`src/rtl/uart_duplex_param.sv`:
```
// Full-duplex UART with a configurable frame format and a fall-through RX FIFO.
// The RX line is synchronized before use. Each RX bit is sampled near its midpoint.
// Completed words are queued together with their parity and framing error flags.
module uart_duplex_param #(
    parameter int unsigned CLK_DIV    = 5208,
    parameter int unsigned DATA_BITS  = 8,
    parameter int unsigned PARITY_EN  = 1,
    parameter int unsigned PARITY_ODD = 0,
    parameter int unsigned STOP_BITS  = 1,
    parameter int unsigned RX_DEPTH   = 4
) (
    input  logic                 clk,
    input  logic                 n_rst,
    input  logic                 rx,
    output logic                 tx,
    input  logic [DATA_BITS-1:0] tx_data,
    input  logic                 tx_send,
    output logic                 tx_busy,
    output logic [DATA_BITS-1:0] rx_data,
    output logic                 rx_valid,
    input  logic                 rx_rd,
    output logic                 rx_parity_err,
    output logic                 rx_frame_err,
    output logic                 rx_overrun,
    input  logic                 err_clr
);

    localparam int unsigned AW       = (RX_DEPTH > 1) ? $clog2(RX_DEPTH) : 1;
    localparam int unsigned EW       = DATA_BITS + 2;
    localparam logic [15:0] DivLast  = 16'(CLK_DIV - 1);
    localparam logic [15:0] DivHalf  = 16'(CLK_DIV / 2);
    localparam logic [3:0]  DataLast = 4'(DATA_BITS - 1);
    localparam logic [3:0]  StopLast = 4'(STOP_BITS - 1);
    localparam logic        ParOn    = (PARITY_EN != 0);
    localparam logic        ParInv   = (PARITY_ODD != 0);
    localparam logic [AW:0] DepthCnt = (AW + 1)'(RX_DEPTH);

    typedef enum logic [2:0] {StIdle, StStart, StData, StParity, StStop} state_e;

    // ---------------- RX synchronizer ----------------
    logic rx_meta_q, rxs_q, rxs_prev_q;

    // Two-flop synchronizer plus one delayed copy for start-edge detection.
    always_ff @(posedge clk) begin
        if (!n_rst) begin
            rx_meta_q  <= 1'b1;
            rxs_q      <= 1'b1;
            rxs_prev_q <= 1'b1;
        end else begin
            rx_meta_q  <= rx;
            rxs_q      <= rx_meta_q;
            rxs_prev_q <= rxs_q;
        end
    end

    // ---------------- RX FSM ----------------
    state_e               rx_state_q, rx_state_d;
    logic [15:0]          rx_cnt_q, rx_cnt_d;
    logic [3:0]           rx_bit_q, rx_bit_d;
    logic [DATA_BITS-1:0] rx_sh_q, rx_sh_d;
    logic                 rx_perr_q, rx_perr_d;
    logic                 rx_ferr_q, rx_ferr_d;
    logic                 push;

    // RX next-state: START samples at the half-bit point, later bits one full bit apart.
    always_comb begin
        rx_state_d = rx_state_q;
        rx_cnt_d   = rx_cnt_q + 16'd1;
        rx_bit_d   = rx_bit_q;
        rx_sh_d    = rx_sh_q;
        rx_perr_d  = rx_perr_q;
        rx_ferr_d  = rx_ferr_q;
        push       = 1'b0;
        unique case (rx_state_q)
            StIdle: begin
                rx_cnt_d = 16'd0;
                if (rxs_prev_q && !rxs_q) rx_state_d = StStart;
            end
            StStart: begin
                if (rx_cnt_q == DivHalf) begin
                    rx_cnt_d   = 16'd0;
                    rx_bit_d   = 4'd0;
                    rx_perr_d  = 1'b0;
                    rx_ferr_d  = 1'b0;
                    // A start bit that is high again by mid-bit is a glitch.
                    rx_state_d = rxs_q ? StIdle : StData;
                end
            end
            StData: begin
                if (rx_cnt_q == DivLast) begin
                    rx_cnt_d = 16'd0;
                    rx_sh_d  = {rxs_q, rx_sh_q[DATA_BITS-1:1]};
                    if (rx_bit_q == DataLast) begin
                        rx_bit_d   = 4'd0;
                        rx_state_d = ParOn ? StParity : StStop;
                    end else begin
                        rx_bit_d = rx_bit_q + 4'd1;
                    end
                end
            end
            StParity: begin
                if (rx_cnt_q == DivLast) begin
                    rx_cnt_d   = 16'd0;
                    rx_perr_d  = (^rx_sh_q) ^ rxs_q ^ ParInv;
                    rx_state_d = StStop;
                end
            end
            StStop: begin
                if (rx_cnt_q == DivLast) begin
                    rx_cnt_d  = 16'd0;
                    rx_ferr_d = rx_ferr_q | ~rxs_q;
                    if (rx_bit_q == StopLast) begin
                        rx_bit_d   = 4'd0;
                        push       = 1'b1;
                        rx_state_d = StIdle;
                    end else begin
                        rx_bit_d = rx_bit_q + 4'd1;
                    end
                end
            end
            default: rx_state_d = StIdle;
        endcase
    end

    // RX state registers.
    always_ff @(posedge clk) begin
        if (!n_rst) begin
            rx_state_q <= StIdle;
            rx_cnt_q   <= 16'd0;
            rx_bit_q   <= 4'd0;
            rx_sh_q    <= '0;
            rx_perr_q  <= 1'b0;
            rx_ferr_q  <= 1'b0;
        end else begin
            rx_state_q <= rx_state_d;
            rx_cnt_q   <= rx_cnt_d;
            rx_bit_q   <= rx_bit_d;
            rx_sh_q    <= rx_sh_d;
            rx_perr_q  <= rx_perr_d;
            rx_ferr_q  <= rx_ferr_d;
        end
    end

    // ---------------- RX FIFO ----------------
    logic [EW-1:0] fifo_mem [RX_DEPTH];
    logic [AW-1:0] wr_ptr_q, rd_ptr_q;
    logic [AW:0]   count_q;
    logic          overrun_q;
    logic          pop, full, write, overrun_set;

    assign pop         = rx_rd && (count_q != '0);
    assign full        = (count_q == DepthCnt);
    // A pop in the same cycle frees the slot, so a push into a full FIFO still lands.
    assign write       = push && (!full || pop);
    assign overrun_set = push && full && !pop;

    // FIFO storage; contents need no reset because count_q gates visibility.
    always_ff @(posedge clk) begin
        if (write) fifo_mem[wr_ptr_q] <= {rx_sh_q, rx_perr_q, rx_ferr_d};
    end

    // FIFO pointers, occupancy and sticky overrun.
    always_ff @(posedge clk) begin
        if (!n_rst) begin
            wr_ptr_q  <= '0;
            rd_ptr_q  <= '0;
            count_q   <= '0;
            overrun_q <= 1'b0;
        end else begin
            if (write) wr_ptr_q <= wr_ptr_q + AW'(1);
            if (pop)   rd_ptr_q <= rd_ptr_q + AW'(1);
            count_q <= count_q + (AW + 1)'(write) - (AW + 1)'(pop);
            if (overrun_set)  overrun_q <= 1'b1;
            else if (err_clr) overrun_q <= 1'b0;
        end
    end

    assign rx_valid      = (count_q != '0);
    assign rx_data       = fifo_mem[rd_ptr_q][EW-1:2];
    assign rx_parity_err = fifo_mem[rd_ptr_q][1] & ParOn;
    assign rx_frame_err  = fifo_mem[rd_ptr_q][0];
    assign rx_overrun    = overrun_q;

    // ---------------- TX FSM ----------------
    state_e               tx_state_q, tx_state_d;
    logic [15:0]          tx_cnt_q, tx_cnt_d;
    logic [3:0]           tx_bit_q, tx_bit_d;
    logic [DATA_BITS-1:0] tx_sh_q, tx_sh_d;
    logic                 tx_par_q, tx_par_d;
    logic                 tx_q, tx_d;

    // TX next-state; tx_d is the line level for the state being entered, so tx is registered.
    always_comb begin
        tx_state_d = tx_state_q;
        tx_cnt_d   = tx_cnt_q + 16'd1;
        tx_bit_d   = tx_bit_q;
        tx_sh_d    = tx_sh_q;
        tx_par_d   = tx_par_q;
        tx_d       = tx_q;
        unique case (tx_state_q)
            StIdle: begin
                tx_cnt_d = 16'd0;
                tx_d     = 1'b1;
                if (tx_send) begin
                    tx_state_d = StStart;
                    tx_bit_d   = 4'd0;
                    tx_sh_d    = tx_data;
                    tx_par_d   = (^tx_data) ^ ParInv;
                    tx_d       = 1'b0;
                end
            end
            StStart: begin
                if (tx_cnt_q == DivLast) begin
                    tx_cnt_d   = 16'd0;
                    tx_state_d = StData;
                    tx_d       = tx_sh_q[0];
                end
            end
            StData: begin
                if (tx_cnt_q == DivLast) begin
                    tx_cnt_d = 16'd0;
                    tx_sh_d  = tx_sh_q >> 1;
                    if (tx_bit_q == DataLast) begin
                        tx_bit_d   = 4'd0;
                        tx_state_d = ParOn ? StParity : StStop;
                        tx_d       = ParOn ? tx_par_q : 1'b1;
                    end else begin
                        tx_bit_d = tx_bit_q + 4'd1;
                        tx_d     = tx_sh_q[1];
                    end
                end
            end
            StParity: begin
                if (tx_cnt_q == DivLast) begin
                    tx_cnt_d   = 16'd0;
                    tx_state_d = StStop;
                    tx_d       = 1'b1;
                end
            end
            StStop: begin
                if (tx_cnt_q == DivLast) begin
                    tx_cnt_d = 16'd0;
                    tx_d     = 1'b1;
                    if (tx_bit_q == StopLast) begin
                        tx_bit_d   = 4'd0;
                        tx_state_d = StIdle;
                    end else begin
                        tx_bit_d = tx_bit_q + 4'd1;
                    end
                end
            end
            default: begin
                tx_state_d = StIdle;
                tx_d       = 1'b1;
            end
        endcase
    end

    // TX state registers.
    always_ff @(posedge clk) begin
        if (!n_rst) begin
            tx_state_q <= StIdle;
            tx_cnt_q   <= 16'd0;
            tx_bit_q   <= 4'd0;
            tx_sh_q    <= '0;
            tx_par_q   <= 1'b0;
            tx_q       <= 1'b1;
        end else begin
            tx_state_q <= tx_state_d;
            tx_cnt_q   <= tx_cnt_d;
            tx_bit_q   <= tx_bit_d;
            tx_sh_q    <= tx_sh_d;
            tx_par_q   <= tx_par_d;
            tx_q       <= tx_d;
        end
    end

    assign tx      = tx_q;
    assign tx_busy = (tx_state_q != StIdle);

endmodule

```
`config.mk`:
```
export PLATFORM = sky130hd
export DESIGN_NAME = uart_duplex_param
export DESIGN_NICKNAME = d
export VERILOG_FILES = /design/src/rtl/uart_duplex_param.sv
export SDC_FILE = /design/constraint.sdc
export NUM_CORES = 1
export LEC_CHECK = 0
export ABC_CLOCK_PERIOD_IN_PS = 2700
export BUFFER_PORTS_ARGS = -buffer_cell sky130_fd_sc_hd__clkbuf_2
export CAP_MARGIN = 20
export CORE_MARGIN = 2
export CORE_UTILIZATION = 55
export DETAILED_ROUTE_END_ITERATION = 10
export PLACE_DENSITY = 0.76
export SETUP_SLACK_MARGIN = 0.05
export SYNTH_ARGS = -nofsm -noshare
export SYNTH_HDL_FRONTEND = slang
export SYNTH_SLANG_ARGS = --single-unit
```
`constraint.sdc`:
```
create_clock -name clk -period 2.7 [get_ports clk]
set_input_delay 0.405 -clock clk [delete_from_list [all_inputs] [get_ports clk]]
set_output_delay 0.405 -clock clk [all_outputs]
set_load 0.01 [all_outputs]
```
# Yosys cells after proc, flatten, opt, wreduce, memory -nomap -nowiden

Memories as Yosys holds them, arrays and structs flattened. A register that Yosys moved wholly into a read port is not among the register bits.
Index checks and enable logic that the tools add are counted.

Flip-flop bits (word level): 77
Bits in writable memories: 40
Output and inout port bits: 14
Word-level logic and storage cells: 152
Memories: 1

$add $sub $neg: 8
Equality and inequality tests: 29
Mux-type cells: 58
Bitwise logic cells: 3
Reduce and logical (&&, ||, !) cells: 34

Memories:

| memory   | words | width | read ports | clocked after Yosys merged registers in | write ports | RTL line | source |
|---|---|---|---|---|---|---|---|
| fifo_mem | 4     | 10    | 1          | 1                                       | 1           | 145      | `logic [EW-1:0] fifo_mem [RX_DEPTH];` |

Operator list:

| kind                                                              | number |
|---|---|
| 16-bit 2-to-1 mux                                                 | 3 |
| 16-bit one-hot mux with 3 select lines                            | 1 |
| 3-bit 2-to-1 mux                                                  | 14 |
| 4-bit 2-to-1 mux                                                  | 10 |
| 16-bit by 1-bit adder with 16-bit output, second input constant   | 2 |
| 16-bit by 13-bit == test with 1-bit output, second input constant | 2 |
| 16-bit one-hot mux with 2 select lines                            | 1 |
| 3-bit one-hot mux with 5 select lines                             | 2 |
| 2-bit inequality test, second input constant                      | 14 |
| 4-bit one-hot mux with 3 select lines                             | 2 |
| 16-bit by 12-bit == test with 1-bit output, second input constant | 1 |
| 1-bit 2-to-1 mux                                                  | 16 |
| 8-bit 2-to-1 mux                                                  | 2 |
| 8-bit one-hot mux with 2 select lines                             | 1 |
| 8-bit parity                                                      | 2 |
| 7-bit AND reduction                                               | 2 |
| 3-bit by 2-bit == test with 1-bit output, second input constant   | 4 |
| 3-bit nonzero test                                                | 4 |
| 3-bit == test, second input constant                              | 3 |
| 3-bit AND reduction                                               | 3 |
| 4-bit by 1-bit adder with 4-bit output, second input constant     | 2 |
| 4-bit by 3-bit == test with 1-bit output, second input constant   | 2 |
| 4-bit logical NOT                                                 | 2 |
| 4-bit AND reduction                                               | 2 |
| 20 further kinds                                                  | 35 |

# Depth between registers and ports, before layout

Depth after elaboration: 7
Depth in mapped cells: 13
Mapped depth without buffers: 12

# Worst setup path before layout

Ideal clock, no wire load.

Path type: register to register
Start point: register rx_cnt_q[8]
End point: register count_q[2]
Library setup time: 0.128 ns
Arrival: 2.634 ns
Data required time: 2.572 ns
Setup slack: -0.062 ns
Cell stages (with the launch flop): 12
Buffers on the path: 1
Path through: dfxtp_1 -> or3_4 -> nor4_4 -> and4_1 -> buf_2 -> inv_1 -> ha_1 -> inv_1 -> ha_1 -> fa_1 -> xnor2_1 -> nor2_1

Cells in the longest elaborated chain, start to end: 6

RTL lines:

| item                                        | RTL line | source |
|---|---|---|
| start, declared                             | 58       | `logic [15:0] rx_cnt_q, rx_cnt_d;` |
| start signal, assigned                      | 136      | `rx_cnt_q <= rx_cnt_d;` |
| 16-bit by 13-bit == test with 1-bit output  | 109      | `if (rx_cnt_q == DivLast) begin` |
| 1-bit 2-to-1 mux                            | 109      |  |
| 1-bit 2-to-1 mux                            | 74       | `unique case (rx_state_q)` |
| 1-bit logical AND                           | 154      | `assign write = push && (!full \|\| pop);` |
| 3-bit by 1-bit adder with 3-bit output      | 172      | `count_q <= count_q + (AW + 1)'(write) - (AW + 1)'(pop);` |
| 3-bit by 1-bit subtractor with 3-bit output | 172      |  |
| end signal, assigned                        | 172      |  |
| end, declared                               | 147      | `logic [AW:0] count_q;` |

No other way between the ends.
A chain may end at the register's enable or synchronous reset.

# Final worst setup path

Start point: register rx_cnt_q[13]
End point: register count_q[1]

Same word-level chain as after synthesis.

==> flow_summary.toml <==
[power_and_ir_drop]
power.total_mw = 4.58
power_density_nw_per_um2 = 706
ir_drop_mv = 0.441
p_leak_nw = 2.34

[setup_path]
reg2reg_setup_slack_ns = 0.14
crit_fanout = 3
end_kind = "flop"
ff2ff_path_depth = 9
critPathCapture = "count_q[1]"
critPathKind = "flop to flop"
worstReg2RegStart = "rx_cnt_q[13]"
r2r_end = "count_q[1]"
setup.worst_path.start = "rx_cnt_q[13]"
arrival_ns = 3.02
worstPathRequired_ns = 3.16
critPathLaunchType = "flop"

[timing]
timing.final.hold_violations = 0
holdWs_ns = 0.0684
fmax_ghz = 0.391
fin_crit_sh = 0.948
rsz0062_at_grt = "false"
setup_viol = 0
tightest_slew_ns = 0.555
report.final.slew_viol_count = 0
fin_skew_ns = 0.00564
slew_headroom = 0.628
setup_tns_ns = 0
period_needed_ns = 2.56

[floorplanning]
die_h_um = 104
pin_count = 28
die-area_sq_um = 10800
start_util = 0.563
core_sq_um = 9730
num_rows = 36
die_x_um = 104

[logic_synthesis]
ys_ff_latch = 119
synth_top_flop_cell = "dfxtp_1"
synthArstFlopShare = 0
synth_edf_count = 40
syn_area_sq_um = 5470
syn_area_per_cell_sq_um = 10.9
syn-num-nets = 532
yosysUniqueCellTypes = 60
ys_seq_area_frac = 0.508
yosysWarnings = 0
syn_inst = 504

[placement]
dp.cells = 666
hpwl_um = 6900
io_buffers = 27
routabilityCongestion = 0.791

[finish]
instances_no_fill = 701
multi_input_area_sq_um = 2540
area_growth_pct = 18.5
seq_area_sq_um = 2790
layout-drive-gt1-share = 0.206
fillers = 752
antennaDiodeCount = 0
fin_nets = 583

[global_routing]
antenna_found_initial = 0
grt_remaining_overflow = 0
gr-usage-all-layers = 0.204
grt_max_degree = 20
grt_pass1_vias = 3701
grt_first_pass_wirelength_um = 17500

[clock_tree]
path_clk_slew_ns = 0.06
clock_path_buffers = 2
cts_root_buf = "clkbuf_8"
clk_latency_ns = 0.52
tritoncts = "done"
htree_levels = 4
cts_hold_buffers = 0
cts_sinks = 119
cts_buffers = 17

[routing]
first_pass_iters = 4
wl_um = 10200
avgViaCountPerCell = 5.43
wl_per_cell_um = 14.6
ant_nets = 0
drt_iter0_drc = 196
drc = 0
vias = 3804

[run]
maxCapViolCount = 0

[min_path]
hp-class = "input pin to flop"
hold_path_depth = 2

[outcome]
status = "finished clean"
-- worst min-delay path by stage --
stage	start	to	slack (ns)
final	rx	rx_meta_q	0.07
after global routing	rx	rx_meta_q	0.05
after CTS	rx	rx_meta_q	0.04
after detailed placement	rx_meta_q	rxs_q	0.40
after global placement	rx_meta_q	rxs_q	0.40
after floorplan	rx_meta_q	rxs_q	0.39
-- worst max-delay path, stage by stage (launching register included) --
cell and delay (ns):
dfxtp_4 0.34, or3_4 0.41, nor4_4 0.36, and4_1 0.28, inv_2 0.05, ha_4 0.25, inv_2 0.03, ha_2 0.16
fa_2 0.51, and2_1 0.12
-- cells by family (layout without fill, tap and decap cells) --
| family | count (synthesis) | after routing | synth area share |
|---|---|---|---|
| and+or+nand+nor | 198 | 198 | 0.198 |
| DFF | 119 | 119 | 0.508 |
| AOI/OAI and AO/OA | 52 | 52 | 0.0709 |
| xor gates and xnor gates | 51 | 51 | 0.0841 |
| buffers and inverters | 43 | 107 | 0.0329 |
| muxes | 26 | 26 | 0.0704 |
| adders and majority gates | 15 | 15 | 0.0352 |
-- cell type report --
type                       instances  share of cell area
timing repair buffer              53              0.0509
multi-input combinational        342               0.392
sequential                       119               0.431
clock buffer                      18              0.0644
tap                              133              0.0257
inverter                          22              0.0127
clock inverter                    14              0.0232
-- Yosys cell counts (3+ instances only) --
| cell type | number | area share |
|---|---|---|
| nor3b_1 | 3 | 0.0041 |
| nor2_1 | 77 | 0.053 |
| edfxtp_1 | 40 | 0.22 |
| nor2b_1 | 4 | 0.0046 |
| nor3_1 | 6 | 0.0055 |
| mux2i_1 | 16 | 0.029 |
| a211oi_1 | 9 | 0.012 |
| ha_1 | 13 | 0.030 |
| nand3_1 | 23 | 0.021 |
| nand4bb_1 | 4 | 0.0082 |
| nand3b_1 | 3 | 0.0041 |
| o21ai_0 | 4 | 0.0037 |
| a311oi_1 | 3 | 0.0048 |
| o21a_1 | 3 | 0.0041 |
| xnor2_1 | 26 | 0.042 |
| buf_2 | 3 | 0.0027 |
| a21oi_1 | 12 | 0.011 |
| or3b_2 | 3 | 0.0048 |
| inv_1 | 21 | 0.014 |
| xor2_1 | 24 | 0.038 |
| nor4_4 | 4 | 0.016 |
| nor4bb_1 | 3 | 0.0055 |
| a2bb2oi_1 | 3 | 0.0048 |
| o211ai_1 | 3 | 0.0041 |
| buf_4 | 4 | 0.0055 |
| nand4_1 | 7 | 0.0080 |
| and3_1 | 8 | 0.0091 |
| nand2_1 | 26 | 0.018 |
| a22oi_1 | 3 | 0.0041 |
| clkbuf_1 | 12 | 0.0082 |
| and2_1 | 8 | 0.0091 |
| mux4_2 | 10 | 0.041 |
| dfxtp_1 | 79 | 0.29 |
| nand2b_1 | 5 | 0.0057 |
| and4_1 | 3 | 0.0048 |
-- metal layers --
| layer | vias to the layer above | share of wire | track usage | wire (um) |
|---|---|---|---|---|
| li1 | 1894 | - | - | - |
| met1 | 1814 | 0.48 | 0.273 | 4900 |
| met2 | 77 | 0.47 | 0.311 | 4790 |
| met3 | 19 | 0.038 | 0.0598 | 393 |
| met4 | 0 | 0.016 | 0.0849 | 159 |
| met5 | - | 0 | 0 | 0 |
-- per-stage QoR --
step	utilization	worst slack [ns]	cell area, sq um
finish	0.667	0.140	6480
global route	0.667	0.0409	6480
CTS	0.662	0.149	6440
detailed placement	0.603	0.168	5870
global placement	0.603	0.209	5870
floorplan	-	0.0611	5500
-- where the power goes --
group | internal [mW] | leakage, nW | total (mW) | switching [mW]
combinational | 0.259 | 1.04 | 0.501 | 0.242
sequential | 1.90 | 1.02 | 1.95 | 0.0527
clock | 1.32 | 0.272 | 2.13 | 0.809
-- layout by cell type (no fill, tap or decap), drive strengths merged, types with 4 or more instances in the layout --
master   Yosys  routed
xnor2       26      26
mux2i       16      16
inv         21      24
nand3       23      23
mux4        10      10
edfxtp      40      40
a211oi       9       9
nand4        7       7
nor4         4       4
and2         8       8
a21oi       12      12
clkinv       1       7
nor2b        4       4
and3         8       8
xor2        24      24
and4         4       4
clkbuf      12      45
nand2b       5       5
o21ai        5       5
nand4bb      4       4
nor3         6       6
buf          9      26
nand2       26      26
nor2        77      77
ha          13      13
dfxtp       79      79
o211ai       4       4
-- repair_timing --
action | CTS | global route
resized for setup | 0 | 8
setup buffers | 0 | 3
setup endpoints to repair | 0 | 2
-- sequential cells by signal (all words and copies together), names as in the netlist, named ones only --
register,count
fifo_mem,40
rx_cnt_q,16
tx_cnt_q,16
rx_sh_q,8
tx_sh_q,8
rx_bit_q,4
tx_bit_q,4
count_q,3
rx_state_q,3
tx_state_q,3
rd_ptr_q,2
wr_ptr_q,2
rx_ferr_q,1
rx_meta_q,1
rx_overrun,1
rx_perr_q,1
rxs_prev_q,1
rxs_q,1
tx,1
tx_par_q,1
Power figures use the tool's default switching activity.
